[config.mk]
export PLATFORM = sky130hd
export DESIGN_NAME = counter_strobe_driver
export DESIGN_NICKNAME = d
export VERILOG_FILES = /design/src/rtl/counter_pkg.sv /design/src/rtl/counter_strobe_driver.sv
export SDC_FILE = /design/constraint.sdc
export NUM_CORES = 1
export LEC_CHECK = 0
export CAP_MARGIN = 20
export CORE_ASPECT_RATIO = 0.9
export CORE_UTILIZATION = 49
export DETAILED_ROUTE_END_ITERATION = 16
export MAX_ROUTING_LAYER = met4
export PLACE_DENSITY = 0.89
export SLEW_MARGIN = 20
export SYNTH_ARGS = -nofsm -noshare
export SYNTH_HDL_FRONTEND = slang
export SYNTH_SLANG_ARGS = --single-unit
[constraint.sdc]
create_clock -name clk -period 1.7 [get_ports clk]
set_input_delay 0.34 -clock clk [delete_from_list [all_inputs] [get_ports clk]]
set_output_delay 0.34 -clock clk [all_outputs]
set_load 0.03 [all_outputs]
[src/rtl/counter_pkg.sv]
// Shared definitions for the counter strobe driver and its companion counter.
package counter_pkg;

  typedef enum logic [1:0] {
    ST_IDLE  = 2'd0,
    ST_RUN   = 2'd1,
    ST_FAULT = 2'd2
  } state_t;

  localparam int MIN_PERIOD_DEFAULT = 2;

  // True when a requested period is long enough for the counter to honour.
  function automatic logic period_ok(input logic [31:0] period, input int min_period);
    return (period >= 32'(min_period));
  endfunction

endpackage

[src/rtl/counter_strobe_driver.sv]
// Drives a downstream counter: paced one-cycle enables, double-buffered
// period reload aligned to terminal count, tick counting and a watchdog
// that latches a sticky fault when the counter stops accepting enables.
module counter_strobe_driver
  import counter_pkg::*;
#(
  parameter int WIDTH      = 16,
  parameter int LATENCY    = 16,
  parameter int MIN_PERIOD = MIN_PERIOD_DEFAULT
) (
  input  logic             clk,
  input  logic             rst,
  input  logic             run,
  input  logic             cfg_valid,
  input  logic [WIDTH-1:0] cfg_period,
  output logic             cfg_ready,
  output logic             cfg_err,
  input  logic             cnt_ready,
  input  logic             cnt_strobe,
  input  logic             cnt_valid,
  output logic             cnt_enable,
  output logic [WIDTH-1:0] cnt_reset_value,
  output logic             tick,
  output logic [WIDTH-1:0] tick_count,
  output logic             fault
);

  localparam int WD_W = $clog2(LATENCY + 3);
  localparam logic [WD_W-1:0]  WD_LAST   = WD_W'(LATENCY + 1);
  localparam logic [WIDTH-1:0] RST_PERIOD = WIDTH'(MIN_PERIOD);

  state_t           state_r         = ST_IDLE;
  logic             cnt_enable_r    = 1'b0;
  logic             fault_r         = 1'b0;
  logic [WD_W-1:0]  wd_r            = '0;
  logic             pending_full_r  = 1'b0;
  logic [WIDTH-1:0] pending_r       = '0;
  logic [WIDTH-1:0] reset_value_r   = RST_PERIOD;
  logic             cfg_err_r       = 1'b0;
  logic             tick_r          = 1'b0;
  logic [WIDTH-1:0] tick_count_r    = '0;

  logic accept_s;
  logic good_s;
  logic load_s;
  logic qual_strobe_s;

  assign accept_s      = cfg_valid & ~pending_full_r;
  assign good_s        = period_ok(32'(cfg_period), MIN_PERIOD);
  // Outside RUN the counter is idle, so a pending period can go straight out;
  // in RUN it is only swapped at terminal count when no enable is in flight.
  assign load_s        = pending_full_r &
                         ((state_r != ST_RUN) | (cnt_strobe & ~cnt_enable_r));
  assign qual_strobe_s = cnt_strobe & cnt_valid;

  // Control FSM: state, enable pacing, watchdog and sticky fault.
  always_ff @(posedge clk) begin
    if (rst) begin
      state_r      <= ST_IDLE;
      cnt_enable_r <= 1'b0;
      fault_r      <= 1'b0;
      wd_r         <= '0;
    end else begin
      case (state_r)
        ST_IDLE: begin
          cnt_enable_r <= 1'b0;
          wd_r         <= '0;
          if (run && !fault_r) begin
            state_r <= ST_RUN;
          end else begin
            state_r <= ST_IDLE;
          end
        end
        ST_RUN: begin
          if (!run) begin
            state_r      <= ST_IDLE;
            cnt_enable_r <= 1'b0;
            wd_r         <= '0;
          end else if (!cnt_ready) begin
            cnt_enable_r <= 1'b0;
            if (cnt_enable_r) begin
              wd_r <= '0;
            end else if (wd_r == WD_LAST) begin
              state_r <= ST_FAULT;
              fault_r <= 1'b1;
            end else begin
              wd_r <= wd_r + WD_W'(1);
            end
          end else begin
            // Alternate so an enable is never asserted two cycles running.
            cnt_enable_r <= ~cnt_enable_r;
            if (cnt_enable_r) begin
              wd_r <= '0;
            end else begin
              wd_r <= wd_r;
            end
          end
        end
        ST_FAULT: begin
          cnt_enable_r <= 1'b0;
          fault_r      <= 1'b1;
          state_r      <= ST_FAULT;
        end
        default: begin
          state_r      <= ST_FAULT;
          cnt_enable_r <= 1'b0;
          fault_r      <= 1'b1;
        end
      endcase
    end
  end

  // Pending period slot and rejection pulse for too-short periods.
  always_ff @(posedge clk) begin
    if (rst) begin
      pending_full_r <= 1'b0;
      pending_r      <= '0;
      cfg_err_r      <= 1'b0;
    end else begin
      cfg_err_r <= accept_s & ~good_s;
      if (accept_s && good_s) begin
        pending_full_r <= 1'b1;
        pending_r      <= cfg_period;
      end else if (load_s) begin
        pending_full_r <= 1'b0;
      end else begin
        pending_full_r <= pending_full_r;
      end
    end
  end

  // Period presented to the counter; only replaced from the pending slot.
  always_ff @(posedge clk) begin
    if (rst) begin
      reset_value_r <= RST_PERIOD;
    end else if (load_s) begin
      reset_value_r <= pending_r;
    end else begin
      reset_value_r <= reset_value_r;
    end
  end

  // Registered tick and its free-running wrap-around count.
  always_ff @(posedge clk) begin
    if (rst) begin
      tick_r       <= 1'b0;
      tick_count_r <= '0;
    end else begin
      tick_r <= qual_strobe_s;
      if (qual_strobe_s) begin
        tick_count_r <= tick_count_r + WIDTH'(1);
      end else begin
        tick_count_r <= tick_count_r;
      end
    end
  end

  assign cfg_ready       = ~pending_full_r;
  assign cfg_err         = cfg_err_r;
  assign cnt_enable      = cnt_enable_r;
  assign cnt_reset_value = reset_value_r;
  assign tick            = tick_r;
  assign tick_count      = tick_count_r;
  assign fault           = fault_r;

endmodule

After elaboration in Yosys (flattened, before gate mapping):

Cells that the tools add are included.

* flip-flop bits (word level): 60
* input bits: 23
* output and inout port bits: 37
* logic and storage cells: 67

* add/sub/neg operators: 2
* $lt $le $gt $ge: 1
* equality and inequality tests: 12
* mux-type cells: 19
* bitwise logic cells: 13
* reduce and logical (&&, ||, !) cells: 10

Operator list (count)
* $mux W5: 5
* $add A16 B1 Y16 const B: 1
* $ge A16 B2 Y1 const B: 1
* $pmux W5 S2: 1
* $ne A3 B3 Y1 const B: 3
* $mux W2: 4
* $ne A2 B2 Y1 const B: 4
* $ne A4 B4 Y1 const B: 2
* $mux W1: 7
* $not A1 Y1: 7
* $reduce_and A3 Y1: 2
* $add A5 B1 Y5 const B: 1
* $and A1 B1 Y1: 5
* $eq A5 B5 Y1 const B: 1
* $reduce_and A5 Y1: 1
* $pmux W2 S2: 1
* $reduce_bool A2 Y1: 2
* $reduce_or A4 Y1: 1
* $eq A2 B1 Y1 const B: 1
* $logic_and A1 B1 Y1: 2
* $logic_not A2 Y1: 1
* $ne A2 B1 Y1 const B: 1
* $pmux W1 S2: 1
* $logic_not A1 Y1: 1
* $or A1 B1 Y1: 1

Longest topological paths before layout:

* depth in word-level cells: 6
* depth in mapped cells: 6

Least setup slack after synthesis:

Ideal clock, no wire load.

* path kind: flip-flop to flip-flop
* start point: reg tick_count_r[0] (netlist: tick_count[0])
* end point: reg tick_count_r[14] (netlist: tick_count[14])
* setup time: 0.071 ns
* arrival: 1.711 ns
* data required time: 1.629 ns
* slack: -0.082 ns
* cell stages (with the launch flop): 7
* path buffers: 1
* clock period less this slack: 1.782 ns
* path through: dfxtp_1 ha_1 and4_1 buf_4 nand3_2 or4_1 a21oi_1

* word-level cells in the longest chain between the ends: 1

RTL lines
* start, declared: line counter_strobe_driver.sv:41 `logic [WIDTH-1:0] tick_count_r = '0;`
* start signal, assigned: line counter_strobe_driver.sv:151 `tick_count_r <= tick_count_r + WIDTH'(1);`
* start signal, assigned: line counter_strobe_driver.sv:153 `tick_count_r <= tick_count_r;`
* $add A16 B1 Y16: line counter_strobe_driver.sv:151

Every way passes these cells.
A chain may end at the register's enable or synchronous reset.

Worst setup path in the final report:

* start point: in cfg_period[1]
* end point: reg pending_r[9]

* word-level cells in the longest chain between the ends: 2

RTL lines
* start, declared: line counter_strobe_driver.sv:15 `input logic [WIDTH-1:0] cfg_period,`
* $ge A16 B2 Y1: line counter_pkg.sv:14 `return (period >= 32'(min_period));`
* $logic_and A1 B1 Y1: line counter_strobe_driver.sv:121 `if (accept_s && good_s) begin`
* end signal, assigned: line counter_strobe_driver.sv:123 `pending_r <= cfg_period;`
* end, declared: line counter_strobe_driver.sv:37 `logic [WIDTH-1:0] pending_r = '0;`

Every way passes these cells.

==> run_results.csv <==
group,metric,value,unit
clock_tree,cts_tree,"built",
yosys,synthCells,267,
detailed_routing,drc_errors,0,
clock_tree,cts_setup_buffers,0,
yosys,synthAdderAreaFrac,0.0146,
clock_tree,insertion_delay,0.33,ns
critical_path,cp.required,1.95,ns
timing,maxClockFrequency,598,MHz
timing,fin_crit,1.67,ns
critical_path,crit_buf_inv,2,
clock_tree,h-tree-depth,3,
clock_tree,clock_tree.buffer_depth,2,
grt,first_global_vias,2163,
timing,setup_ws,0.0272,ns
floorplanning,dieArea,5530,µm²
floorplanning,rows,24,
placed_design,gp_congestion,0.784,
final_layout,synthToLayoutAreaGrowth,41.2,%
detailed_routing,ant_nets,0,
pwr,vdd_drop_max,0.000655,V
yosys,synth_top_family_by_area,"simple AND/OR/NAND/NOR gates",
timing,min_period_over_period,0.984,
critical_path,path_cells,"clkdlybuf4s50_1 > nor4_1 > nand4_1 > nor2b_2 > buf_12 > mux2i_1",
clock_tree,cts_hold_buf,0,
critical_path,critPathKind,"in2reg",
pwr,power_leakage,1.77,nW
yosys,synth_warnings,0,
detailed_routing,drt_iter0_drc,97,
final_layout,drive_gt1_frac,0.158,
critical_path,cp_slowest_cell,"clkdlybuf4s50_1",
yosys,syn_nets,293,
final_layout,postLayoutCoreUtil,0.732,
run,drv_cap,0,
clock_tree,root_buffer,"clkbuf_8",
timing,final_max_slew_viol_count,0,
floorplanning,initial_core_util,0.518,
critical_path,reg2reg_depth,4,
grt,grt_use_total,0.229,
final_layout,fin_nets,375,
placed_design,port_buffers,59,
pwr,p_per_area,929,nW/µm²
grt,grt_pass1_wl,9600,µm
status,outcome,"complete, no violations",
critical_path,critical-path-max-stage-delay,0.44,ns
critical_path,cp_top_family,"simple AND/OR/NAND/NOR gates",
yosys,ys_seq_area_frac,0.468,
clock_tree,clkSlewWorstSetupHoldPaths,0.07,ns
min_path,hold_path_class,"in2reg",
timing,whs,0.374,ns
timing,finClkSkew,0.00811,ns
floorplanning,coreArea,4950,µm²
yosys,synth_simple_gate_area_frac,0.261,
placed_design,dp_hpwl,4190,µm
min_path,min_path_cells,2,
grt,grt.overflow.total,0,
detailed_routing,drtPass1Iterations,4,
critical_path,crit_arrival,1.92,ns
yosys,ys_ff_latch,60,
clock_tree,cts.sinks,60,
yosys,synth_area,2570,µm²
floorplanning,dieWidth,78.3,µm
yosys,synth_compound_area_frac,0.0629,
timing,slew_headroom,0.647,
critical_path,cp.depth,6,
detailed_routing,via_count,2191,
placed_design,pre_cts_ws,-0.277,ns
yosys,synth.area.mux_share,0.113,
timing,finalHoldViolCount,0,
clock_tree,numCtsBuffers,9,
detailed_routing,vias_per_cell,5.23,
critical_path,end_kind,"flip-flop",
critical_path,worstSetupStartpointType,"input pin",
yosys,synth_xor_area_frac,0.0444,
detailed_routing,drt-wirelength-per-cell,13.5,µm
timing,setup_viol,0,
yosys,syn_avg_cell_area,9.61,µm²
grt,grt_max_degree,23,
final_layout,n_antenna_cell,0,
timing,rsz0062_at_grt,"no",
critical_path,crit_fanout,8,
yosys,synth_cell_types,41,
detailed_routing,wl,5680,µm
timing,worst_slew_pin_slew,0.516,ns
floorplanning,die-height,70.7,µm
floorplanning,pin_count,60,
grt,grt_antenna_before_repair,0,
==> routing by layer <==
| layer | track usage | up-vias | routed length, µm |
|---|---|---|---|
| met1 | 0.253 | 1045 | 2490 |
| met3 | 0.0723 | 10 | 263 |
| met4 | 0.0741 | 0 | 67 |
| li1 | - | 1083 | - |
| met5 | - | - | 0 |
| met2 | 0.393 | 53 | 2850 |
==> repair_timing <==
| action | in CTS | in global routing |
|---|---|---|
| gates resized for setup | 24 | 12 |
| setup endpoints to repair | 24 | 12 |
| pin swaps | 0 | 0 |
==> power breakdown <==
part	internal, mW	total (mW)	switching [mW]	leakage, nW
clock network	1.05	1.58	0.531	0.127
registers	1.45	1.47	0.0256	0.490
logic	0.162	0.310	0.148	1.15
total	2.66	3.37	0.704	1.77
==> cells by family after synthesis <==
group                    Yosys count
flip-flops                        60
buffers and inverters             19
AND/OR/NAND/NOR                  117
adder cells (fa/ha/maj)            3
AO/OA/AOI/OAI                     26
XOR/XNOR                          13
multiplexers                      29
==> worst register-to-register path: cells and delay by family, from the launching register on <==
family | cells | cell delay (ns)
flip-flops | 1 | 0.37
AND/OR/NAND/NOR | 3 | 0.98
AO/OA/AOI/OAI | 1 | 0.15
==> area by class of cell <==
| class | count | area (µm²) |
|---|---|---|
| Multi-Input combinational cell | 188 | 1280 |
| Clock inverter | 4 | 95.1 |
| Fill cell | 386 | 1330 |
| Tap cell | 65 | 81.3 |
| Sequential cell | 60 | 1210 |
| Timing Repair Buffer | 85 | 791 |
| Clock buffer | 12 | 155 |
| Inverter | 5 | 18.8 |
==> state kept, by name, indices dropped and copies added, names as in the netlist <==
| name | cells |
|---|---|
| state_r | 2 |
| tick | 1 |
| wd_r | 5 |
| tick_count | 16 |
| fault | 1 |
| cnt_enable | 1 |
| cnt_reset_value | 16 |
| pending_r | 16 |
| pending_full_r | 1 |
| cfg_err | 1 |
==> stage by stage <==
step	area [µm²]	TNS (ns)	power, mW	instances
3_3_place_gp	3380	-6.51	1.81	403
2_1_floorplan	2570	0	1.66	267
4_1_cts	3600	0	3.40	419
3_5_place_dp	3380	-8.00	1.82	403
6_report	3620	0	3.37	419
5_1_grt	3620	0	3.49	419
==> cells in the mapped netlist <==
library cell	n	share of area
clkbuf_1	9	0.013
nand4_1	6	0.015
a21oi_1	9	0.018
o21bai_1	1	0.0029
a31oi_1	2	0.0049
nor4_1	4	0.0097
ha_1	3	0.015
nand2b_1	32	0.078
nand3_1	5	0.0097
o21ba_2	1	0.0039
nand4_4	1	0.0083
nand4b_1	2	0.0068
nor2b_1	2	0.0049
dfxtp_1	60	0.47
nand3_2	1	0.0039
xnor2_1	2	0.0068
nand4bb_1	1	0.0044
nor2_1	34	0.050
or3_1	3	0.0073
and4_1	3	0.010
and2_4	1	0.0034
o21ai_0	3	0.0058
o21ai_2	1	0.0034
inv_1	5	0.0073
and3_1	2	0.0049
a2111oi_0	1	0.0034
and3b_1	1	0.0034
buf_4	1	0.0029
o21ai_1	3	0.0058
a211o_1	1	0.0034
or4_1	3	0.0088
xor2_1	11	0.038
or3b_1	1	0.0034
mux2i_1	29	0.11
nand2_1	8	0.012
nor3_1	4	0.0078
buf_2	2	0.0039
nand3b_1	1	0.0029
buf_6	2	0.0088
o31ai_1	4	0.012
or3b_2	2	0.0068
==> worst paths after layout <==
path                  from  slack, ns                 end
max reg2reg  tick_count[5]       0.13      tick_count[15]
min                    rst       0.37  cnt_reset_value[4]
max          cfg_period[1]       0.03        pending_r[9]
min reg2reg   pending_r[4]       0.47        pending_r[4]
==> layout by cell type, fill, tap and decap left out, types with 2 or more instances in the layout <==
| master | count |
|---|---|
| nor4_1 | 4 |
| xnor2_1 | 2 |
| dfxtp_1 | 55 |
| or3b_2 | 2 |
| dfxtp_2 | 5 |
| nand2b_1 | 32 |
| clkbuf_8 | 11 |
| nor3_1 | 4 |
| nand2_1 | 8 |
| nand4b_1 | 2 |
| dlygate4sd2_1 | 24 |
| inv_1 | 5 |
| nand4_1 | 6 |
| a21oi_1 | 9 |
| or3_1 | 3 |
| and4_1 | 2 |
| o21ai_1 | 3 |
| ha_1 | 3 |
| mux2i_1 | 29 |
| clkdlybuf4s50_1 | 23 |
| buf_4 | 25 |
| nor2_1 | 34 |
| o21ai_0 | 3 |
| dlymetal6s2s_1 | 11 |
| xor2_1 | 11 |
| or4_1 | 3 |
| nand3_1 | 5 |
| bufinv_16 | 3 |
| o31ai_1 | 4 |
| and3_1 | 2 |
| a31oi_1 | 2 |
No activity file was read; power rests on OpenSTA's default activity.
